==> config.mk <==
export PLATFORM = sky130hd
export DESIGN_NAME = pipelined_datapath_flat
export DESIGN_NICKNAME = d
export VERILOG_FILES = /design/src/rtl/dp_pkg.sv /design/src/rtl/dp_if.sv /design/src/rtl/dp_alu.sv /design/src/rtl/pipelined_datapath.sv /design/src/flat_wrapper.sv
export SDC_FILE = /design/constraint.sdc
export NUM_CORES = 1
export LEC_CHECK = 0
export ABC_AREA = 1
export CORE_MARGIN = 5
export CORE_UTILIZATION = 52
export DETAILED_ROUTE_END_ITERATION = 6
export MAX_ROUTING_LAYER = met4
export PLACE_DENSITY = 0.78
export SYNTH_ARGS = -nofsm -noshare
export SYNTH_HDL_FRONTEND = slang
export SYNTH_SLANG_ARGS = --single-unit
==> constraint.sdc <==
create_clock -name clk -period 3.5 [get_ports clk]
set_input_delay 0.35 -clock clk [delete_from_list [all_inputs] [get_ports clk]]
set_output_delay 0.35 -clock clk [all_outputs]
set_load 0.02 [all_outputs]
==> src/rtl/dp_pkg.sv <==
`default_nettype none
// +----------------------------------------------------------------------+
// | Module : dp_pkg                                                      |
// | Desc   : Shared types for the pipelined register/ALU/memory datapath |
// | Rev    : 1.0                                                         |
// +----------------------------------------------------------------------+
package dp_pkg;

    typedef enum logic [1:0] {
        K_ALU   = 2'd0,
        K_LOAD  = 2'd1,
        K_STORE = 2'd2,
        K_LDI   = 2'd3
    } kind_t;

    typedef enum logic [2:0] {
        OP_ADD  = 3'd0,
        OP_SUB  = 3'd1,
        OP_AND  = 3'd2,
        OP_OR   = 3'd3,
        OP_XOR  = 3'd4,
        OP_SHL  = 3'd5,
        OP_SHR  = 3'd6,
        OP_PASS = 3'd7
    } alu_op_t;

    typedef enum logic [0:0] {
        ST_CLEAR = 1'b0,
        ST_RUN   = 1'b1
    } state_t;

endpackage
`default_nettype wire

==> src/rtl/dp_if.sv <==
`default_nettype none
// +----------------------------------------------------------------------+
// | Module : dp_if                                                       |
// | Desc   : Instruction handshake and write-back observation bundle     |
// | Rev    : 1.0                                                         |
// +----------------------------------------------------------------------+
interface dp_if #(
    parameter int DATA_W    = 4,
    parameter int REG_N     = 8,
    parameter int MEM_DEPTH = 16,
    parameter int CNT_W     = 16
);
    localparam int RA_W = $clog2(REG_N);
    localparam int AD_W = $clog2(MEM_DEPTH);

    logic              in_valid;
    logic              in_ready;
    logic [1:0]        in_kind;
    logic [2:0]        in_op;
    logic [RA_W-1:0]   in_r1;
    logic [RA_W-1:0]   in_r2;
    logic [RA_W-1:0]   in_rw;
    logic [AD_W-1:0]   in_addr;
    logic [DATA_W-1:0] in_imm;
    logic              wb_valid;
    logic [RA_W-1:0]   wb_addr;
    logic [DATA_W-1:0] wb_data;
    logic              flag_z;
    logic              flag_c;
    logic [CNT_W-1:0]  retire_cnt;

    modport master (
        output in_valid, in_kind, in_op, in_r1, in_r2, in_rw, in_addr, in_imm,
        input  in_ready, wb_valid, wb_addr, wb_data, flag_z, flag_c, retire_cnt
    );

    modport slave (
        input  in_valid, in_kind, in_op, in_r1, in_r2, in_rw, in_addr, in_imm,
        output in_ready, wb_valid, wb_addr, wb_data, flag_z, flag_c, retire_cnt
    );
endinterface
`default_nettype wire

==> src/rtl/dp_alu.sv <==
`default_nettype none
// +----------------------------------------------------------------------+
// | Module : dp_alu                                                      |
// | Desc   : Combinational ALU with carry/borrow for ADD and SUB         |
// | Rev    : 1.0                                                         |
// +----------------------------------------------------------------------+
module dp_alu
    import dp_pkg::*;
#(
    parameter int DATA_W = 4
) (
    input  alu_op_t           i_op,
    input  logic [DATA_W-1:0] i_a,
    input  logic [DATA_W-1:0] i_b,
    output logic [DATA_W-1:0] o_result,
    output logic              o_carry
);
    logic [DATA_W:0] w_sum;
    logic [DATA_W:0] w_diff;

    // Top bit of the widened difference is the borrow (A < B).
    assign w_sum  = {1'b0, i_a} + {1'b0, i_b};
    assign w_diff = {1'b0, i_a} - {1'b0, i_b};

    always_comb begin
        o_result = '0;
        o_carry  = 1'b0;
        case (i_op)
            OP_ADD:  {o_carry, o_result} = w_sum;
            OP_SUB:  {o_carry, o_result} = w_diff;
            OP_AND:  o_result = i_a & i_b;
            OP_OR:   o_result = i_a | i_b;
            OP_XOR:  o_result = i_a ^ i_b;
            OP_SHL:  o_result = {i_a[DATA_W-2:0], 1'b0};
            OP_SHR:  o_result = {1'b0, i_a[DATA_W-1:1]};
            OP_PASS: o_result = i_a;
            default: o_result = '0;
        endcase
    end
endmodule
`default_nettype wire

==> src/rtl/pipelined_datapath.sv <==
`default_nettype none
// +----------------------------------------------------------------------+
// | Module : pipelined_datapath                                          |
// | Desc   : Two-stage ISSUE/EX datapath with bypass and memory clear    |
// | Rev    : 1.0                                                         |
// +----------------------------------------------------------------------+
module pipelined_datapath
    import dp_pkg::*;
#(
    parameter int DATA_W    = 4,
    parameter int REG_N     = 8,
    parameter int MEM_DEPTH = 16,
    parameter int CNT_W     = 16
) (
    input  logic clk,
    input  logic reset,
    dp_if.slave  bus
);
    localparam int RA_W = $clog2(REG_N);
    localparam int AD_W = $clog2(MEM_DEPTH);
    localparam logic [0:0]      c_ST_CLEAR = ST_CLEAR;
    localparam logic [0:0]      c_ST_RUN   = ST_RUN;
    localparam logic [AD_W-1:0] c_CLR_LAST = AD_W'(MEM_DEPTH - 1);

    logic [DATA_W-1:0] r_regs [REG_N];
    logic [DATA_W-1:0] r_mem  [MEM_DEPTH];
    logic [0:0]        r_state;
    logic [AD_W-1:0]   r_clr_ptr;

    logic              r_ex_valid;
    kind_t             r_ex_kind;
    alu_op_t           r_ex_op;
    logic [DATA_W-1:0] r_ex_op1;
    logic [DATA_W-1:0] r_ex_op2;
    logic [RA_W-1:0]   r_ex_rw;
    logic [AD_W-1:0]   r_ex_addr;
    logic [DATA_W-1:0] r_ex_imm;

    logic              r_wb_valid;
    logic [RA_W-1:0]   r_wb_addr;
    logic [DATA_W-1:0] r_wb_data;
    logic              r_flag_z;
    logic              r_flag_c;
    logic [CNT_W-1:0]  r_retire_cnt;

    logic              w_ready;
    logic              w_accept;
    logic              w_ex_wr;
    logic              w_ex_addsub;
    logic [DATA_W-1:0] w_alu_result;
    logic              w_alu_carry;
    logic [DATA_W-1:0] w_ex_result;
    logic [DATA_W-1:0] w_op1;
    logic [DATA_W-1:0] w_op2;

    assign w_ready     = (r_state == c_ST_RUN);
    assign w_accept    = bus.in_valid & w_ready;
    assign w_ex_wr     = r_ex_valid && (r_ex_kind != K_STORE);
    assign w_ex_addsub = r_ex_valid && (r_ex_kind == K_ALU) &&
                         ((r_ex_op == OP_ADD) || (r_ex_op == OP_SUB));

    dp_alu #(.DATA_W(DATA_W)) u_alu (
        .i_op     (r_ex_op),
        .i_a      (r_ex_op1),
        .i_b      (r_ex_op2),
        .o_result (w_alu_result),
        .o_carry  (w_alu_carry)
    );

    always_comb begin
        w_ex_result = '0;
        case (r_ex_kind)
            K_ALU:   w_ex_result = w_alu_result;
            K_LOAD:  w_ex_result = r_mem[r_ex_addr];
            K_LDI:   w_ex_result = r_ex_imm;
            default: w_ex_result = '0;
        endcase
    end

    // The EX result is forwarded so a dependent instruction issued the very
    // next cycle sees the value being written this edge.
    always_comb begin
        w_op1 = r_regs[bus.in_r1];
        w_op2 = r_regs[bus.in_r2];
        if (w_ex_wr && (r_ex_rw == bus.in_r1)) w_op1 = w_ex_result;
        if (w_ex_wr && (r_ex_rw == bus.in_r2)) w_op2 = w_ex_result;
    end

    always_ff @(posedge clk) begin
        if (reset) begin
            r_state   <= c_ST_CLEAR;
            r_clr_ptr <= '0;
        end else if (r_state == c_ST_CLEAR) begin
            r_clr_ptr <= r_clr_ptr + 1'b1;
            if (r_clr_ptr == c_CLR_LAST) r_state <= c_ST_RUN;
        end
    end

    always_ff @(posedge clk) begin
        if (!reset) begin
            if (r_state == c_ST_CLEAR)
                r_mem[r_clr_ptr] <= '0;
            else if (r_ex_valid && (r_ex_kind == K_STORE))
                r_mem[r_ex_addr] <= r_ex_op1;
        end
    end

    always_ff @(posedge clk) begin
        if (reset) begin
            for (int i = 0; i < REG_N; i++) r_regs[i] <= '0;
        end else if (w_ex_wr) begin
            r_regs[r_ex_rw] <= w_ex_result;
        end
    end

    always_ff @(posedge clk) begin
        if (reset) begin
            r_ex_valid <= 1'b0;
            r_ex_kind  <= K_ALU;
            r_ex_op    <= OP_ADD;
            r_ex_op1   <= '0;
            r_ex_op2   <= '0;
            r_ex_rw    <= '0;
            r_ex_addr  <= '0;
            r_ex_imm   <= '0;
        end else begin
            r_ex_valid <= w_accept;
            if (w_accept) begin
                r_ex_kind <= kind_t'(bus.in_kind);
                r_ex_op   <= alu_op_t'(bus.in_op);
                r_ex_op1  <= w_op1;
                r_ex_op2  <= w_op2;
                r_ex_rw   <= bus.in_rw;
                r_ex_addr <= bus.in_addr;
                r_ex_imm  <= bus.in_imm;
            end
        end
    end

    always_ff @(posedge clk) begin
        if (reset) begin
            r_wb_valid   <= 1'b0;
            r_wb_addr    <= '0;
            r_wb_data    <= '0;
            r_flag_z     <= 1'b0;
            r_flag_c     <= 1'b0;
            r_retire_cnt <= '0;
        end else begin
            r_wb_valid <= w_ex_wr;
            if (w_ex_wr) begin
                r_wb_addr <= r_ex_rw;
                r_wb_data <= w_ex_result;
                r_flag_z  <= (w_ex_result == '0);
            end
            if (w_ex_addsub) r_flag_c <= w_alu_carry;
            if (r_ex_valid) r_retire_cnt <= r_retire_cnt + 1'b1;
        end
    end

    assign bus.in_ready   = w_ready;
    assign bus.wb_valid   = r_wb_valid;
    assign bus.wb_addr    = r_wb_addr;
    assign bus.wb_data    = r_wb_data;
    assign bus.flag_z     = r_flag_z;
    assign bus.flag_c     = r_flag_c;
    assign bus.retire_cnt = r_retire_cnt;
endmodule
`default_nettype wire
==> src/flat_wrapper.sv <==
// flat-port wrapper written by rule: the top's interface ports become plain ports
module pipelined_datapath_flat import dp_pkg::*;
#(
    parameter int DATA_W    = 4,
    parameter int REG_N     = 8,
    parameter int MEM_DEPTH = 16,
    parameter int CNT_W     = 16
)
  (clk, reset, bus_in_valid, bus_in_kind, bus_in_op, bus_in_r1, bus_in_r2, bus_in_rw, bus_in_addr, bus_in_imm, bus_in_ready, bus_wb_valid, bus_wb_addr, bus_wb_data, bus_flag_z, bus_flag_c, bus_retire_cnt);
  dp_if #(.DATA_W(DATA_W), .REG_N(REG_N), .MEM_DEPTH(MEM_DEPTH), .CNT_W(CNT_W)) bus_i ();
  input  logic clk;
  input  logic reset;
  input wire logic [$bits(bus_i.in_valid)-1:0] bus_in_valid;
  input wire logic [$bits(bus_i.in_kind)-1:0] bus_in_kind;
  input wire logic [$bits(bus_i.in_op)-1:0] bus_in_op;
  input wire logic [$bits(bus_i.in_r1)-1:0] bus_in_r1;
  input wire logic [$bits(bus_i.in_r2)-1:0] bus_in_r2;
  input wire logic [$bits(bus_i.in_rw)-1:0] bus_in_rw;
  input wire logic [$bits(bus_i.in_addr)-1:0] bus_in_addr;
  input wire logic [$bits(bus_i.in_imm)-1:0] bus_in_imm;
  output wire logic [$bits(bus_i.in_ready)-1:0] bus_in_ready;
  output wire logic [$bits(bus_i.wb_valid)-1:0] bus_wb_valid;
  output wire logic [$bits(bus_i.wb_addr)-1:0] bus_wb_addr;
  output wire logic [$bits(bus_i.wb_data)-1:0] bus_wb_data;
  output wire logic [$bits(bus_i.flag_z)-1:0] bus_flag_z;
  output wire logic [$bits(bus_i.flag_c)-1:0] bus_flag_c;
  output wire logic [$bits(bus_i.retire_cnt)-1:0] bus_retire_cnt;
  assign bus_i.in_valid = bus_in_valid;
  assign bus_i.in_kind = bus_in_kind;
  assign bus_i.in_op = bus_in_op;
  assign bus_i.in_r1 = bus_in_r1;
  assign bus_i.in_r2 = bus_in_r2;
  assign bus_i.in_rw = bus_in_rw;
  assign bus_i.in_addr = bus_in_addr;
  assign bus_i.in_imm = bus_in_imm;
  assign bus_in_ready = bus_i.in_ready;
  assign bus_wb_valid = bus_i.wb_valid;
  assign bus_wb_addr = bus_i.wb_addr;
  assign bus_wb_data = bus_i.wb_data;
  assign bus_flag_z = bus_i.flag_z;
  assign bus_flag_c = bus_i.flag_c;
  assign bus_retire_cnt = bus_i.retire_cnt;
  pipelined_datapath #(.DATA_W(DATA_W), .REG_N(REG_N), .MEM_DEPTH(MEM_DEPTH), .CNT_W(CNT_W)) u_core (.clk(clk), .reset(reset), .bus(bus_i));
endmodule
==> run metrics <==
Core Footprint 0.01448 mm^2; Layout fillers 1252; #FFs+latches synth 156; Final Max Tran Viols 0; crit-path cells inv_1, nor4_4, inv_2, o21ai_0, nand3_1, nor2_1; HP Class flop to flop; ys async rst share 0%; # setup viols final 0; Ports 52; R2R cell count 6; Post-synth EDFFs 96; Final ANT Viol Nets 0; Clock Latency Late Sink 0.43 ns; global-route wire length before repair 29870 um; Design Area, Final 0.008866 mm^2; Post-Place Cell Area 0.008292 mm^2; 1st-iter DRT viols 712; most frequent cell after synthesis nand2_1; Tot GR Track Use 21.86%; total power per unit cell area 441.7 mW/mm^2; worst clock skew 0.01077 ns; most area-consuming cells after synthesis edfxtp_1, dfxtp_1, nand2_1, nor2_1, o21ai_0; top cells by count, synth nand2_1, nor2_1, inv_1, edfxtp_1, o21ai_0; Syn Inst Count 925; reg2reg start u_core.bus.in_ready; routability cong. 0.9158; hold_sp u_core.r_ex_imm[0]; ys flop type edfxtp_1; Hold Crit Endpoint u_core.r_ex_imm[0]; cell accounting for the most synthesized area edfxtp_1; pin slew with the least headroom to its limit 0.5911 ns; maximum clock rate 0.3883 GHz; Max FO, Critical Path 9; cts bufs inserted 17; Mapped Area 0.007642 mm^2; Ys Warns 0; CTS tree built; period utilization 73.59%; Pleak 3.449 nW; TritonRoute pass-1 iters 6; Synth top area share 37.72%; Crit Path Category flop to flop; hold_buf cts 0; CP peak stage delay 0.48 ns; RR Endpoint u_core.r_mem[11][2]; Via density 5.438; hold depth 2; clk slew on worst S/H paths 0.06 ns; VDD IR-drop max 0.3240 mV; Layout area overhead 16.01%; Netlist cell types 36; largest net degree at the start of global routing 50; Post CTS Setup Buffer Count 0; initial antenna violation count 0; layout cells sized above 1 5.510%; slowest library cell on the worst path dfxtp_1; clock sinks 156; detailed placement HPWL 12870 um; Die ar. 0.01722 mm^2; initial core utilization 52.78%; number of global-route vias before repair 6009; max cap viols 0; Tmin final 2.576 ns; DRC errors left 0; Mean Syn Cell Area 8.262 um^2; DR WL/cell 15.70 um; worst endpoint required time 3.58 ns; grt total ovfl 0; unrepaired setup endpoints after global routing no; CP endpoint kind flop; Max clock buf depth 2; Row Count 44; Die H 131.2 um; Nets 1008; Setup crit start kind flop; DRT Wirelength 18280 um; PortBufs 51; TNS Setup 0 ns; reg2reg setup slack 0.92 ns; CTS root buffer clkbuf_16; H-tree depth 4; n_diodes 0; Worst Path Arrival 2.66 ns; Die X-Extent 131.2 um; register area share after synthesis 53.44%; Hold Vio Cnt, Final 0; final hold slack 0.4558 ns; syn nets 966; post-CTS sizing 0; via count 6330; status complete, no violations; Slew HR 60.23%
[registers in the layout, indices dropped and copies added (netlist names), 2 cells and up, named ones only]
name                   cells
u_core.r_ex_op2            4
u_core.r_ex_addr           4
u_core.r_ex_kind           2
u_core.r_ex_op             3
u_core.r_ex_op1            4
u_core.r_ex_rw             3
u_core.bus.wb_data         4
u_core.r_regs             32
u_core.r_clr_ptr           4
u_core.r_mem              64
u_core.r_ex_imm            4
u_core.bus.wb_addr         3
u_core.bus.retire_cnt     16
[worst max path at each step]
| stage | startpoint | endpoint | slack, ns | cells after the start |
|---|---|---|---|---|
| detailed placement | reset | u_core.r_mem[11][1] | 0.82 | 6 |
| CTS | u_core.bus.in_ready | u_core.r_mem[11][0] | 0.94 | 6 |
| floorplan | u_core.bus.in_ready | u_core.r_mem[0][0] | 1.34 | 7 |
| global placement | reset | u_core.r_mem[12][0] | 0.94 | 7 |
| global route | u_core.r_ex_op1[2] | u_core.bus.wb_data[3] | 0.70 | 14 |
| finish | u_core.bus.in_ready | u_core.r_mem[11][2] | 0.92 | 6 |
[report_power, final]
part / total, mW / switching (mW) / leakage, nW / internal [mW]
Combinational: 0.166 / 0.101 / 1.76 / 0.0649
Clock: 1.78 / 0.723 / 0.276 / 1.05
Sequential: 1.97 / 0.0130 / 1.41 / 1.96
Total: 3.92 / 0.838 / 3.45 / 3.08
[cell usage in the layout (no fill, tap or decap), types with 2 or more instances in the layout]
master           instances
clkinvlp_4               2
buf_4                   11
a21oi_1                 46
inv_2                    5
clkbuf_16               17
o22ai_1                 13
o211ai_1                10
nor3_1                  12
clkdlybuf4s50_1         51
ha_1                    14
inv_6                    3
clkbuf_1                 2
fa_1                     2
o21ai_2                  2
clkinv_1                 2
inv_1                  100
xnor2_1                  2
or2_0                    4
edfxtp_1                96
clkinv_2                 2
clkinv_4                 3
bufinv_16                2
nor2_2                   2
a211oi_1                 2
nand2_1                186
nand3_1                 62
nand4_1                 11
dfxtp_1                 60
or2_2                    2
o21ai_0                 87
xor2_1                   4
nor4_4                   2
nor2_1                 150
a31oi_1                  4
[layer usage]
metal	share of wire [%]	GRT usage, %	vias up
li1	-	-	3160
met1	45	28.43	2900
met2	47	33.94	239
met3	5.9	4.702	31
met4	2.2	7.852	0
met5	0	-	-
[kinds of logic (layout without fill, tap and decap cells)]
kind of cell | Yosys count | after routing | share of synthesized area [%]
AND/OR/NAND/NOR | 436 | 436 | 23.89
AO/OA/AOI/OAI | 166 | 166 | 11.69
flip-flops | 156 | 156 | 53.44
buffers and inverters | 145 | 200 | 7.482
adder cells (fa/ha/maj) | 16 | 16 | 2.816
XOR/XNOR | 6 | 6 | 0.6876
[worst max-delay path, delay by kind of cell (launching register included)]
family | cells | cell delay, ns
flip-flops | 1 | 0.48
AO/OA/AOI/OAI | 1 | 0.21
AND/OR/NAND/NOR | 3 | 1.21
buffers and inverters | 2 | 0.33
[stage by stage]
step | total power, mW | util [%] | instances | setup slack (ns)
3_3_place_gp | 2.175 | 57.27 | 1132 | 0.9445
3_5_place_dp | 2.177 | 57.27 | 1132 | 0.8187
4_1_cts | 3.936 | 61.23 | 1164 | 0.9446
2_1_floorplan | 2.110 | - | 925 | 1.336
5_1_grt | 4.056 | 61.23 | 1164 | 0.7021
6_report | 3.916 | 61.23 | 1164 | 0.9244
[final cells by class]
cell class	instances	area (um^2)	area share (%)
Multi-Input combinational cell	624	2987	33.69
Clock inverter	13	141.4	1.595
Sequential cell	156	4084	46.06
Timing Repair Buffer	62	593.1	6.689
Inverter	106	397.9	4.488
Clock buffer	19	432.9	4.883
Tap cell	184	230.2	2.597
Power figures use the tool's default switching activity.
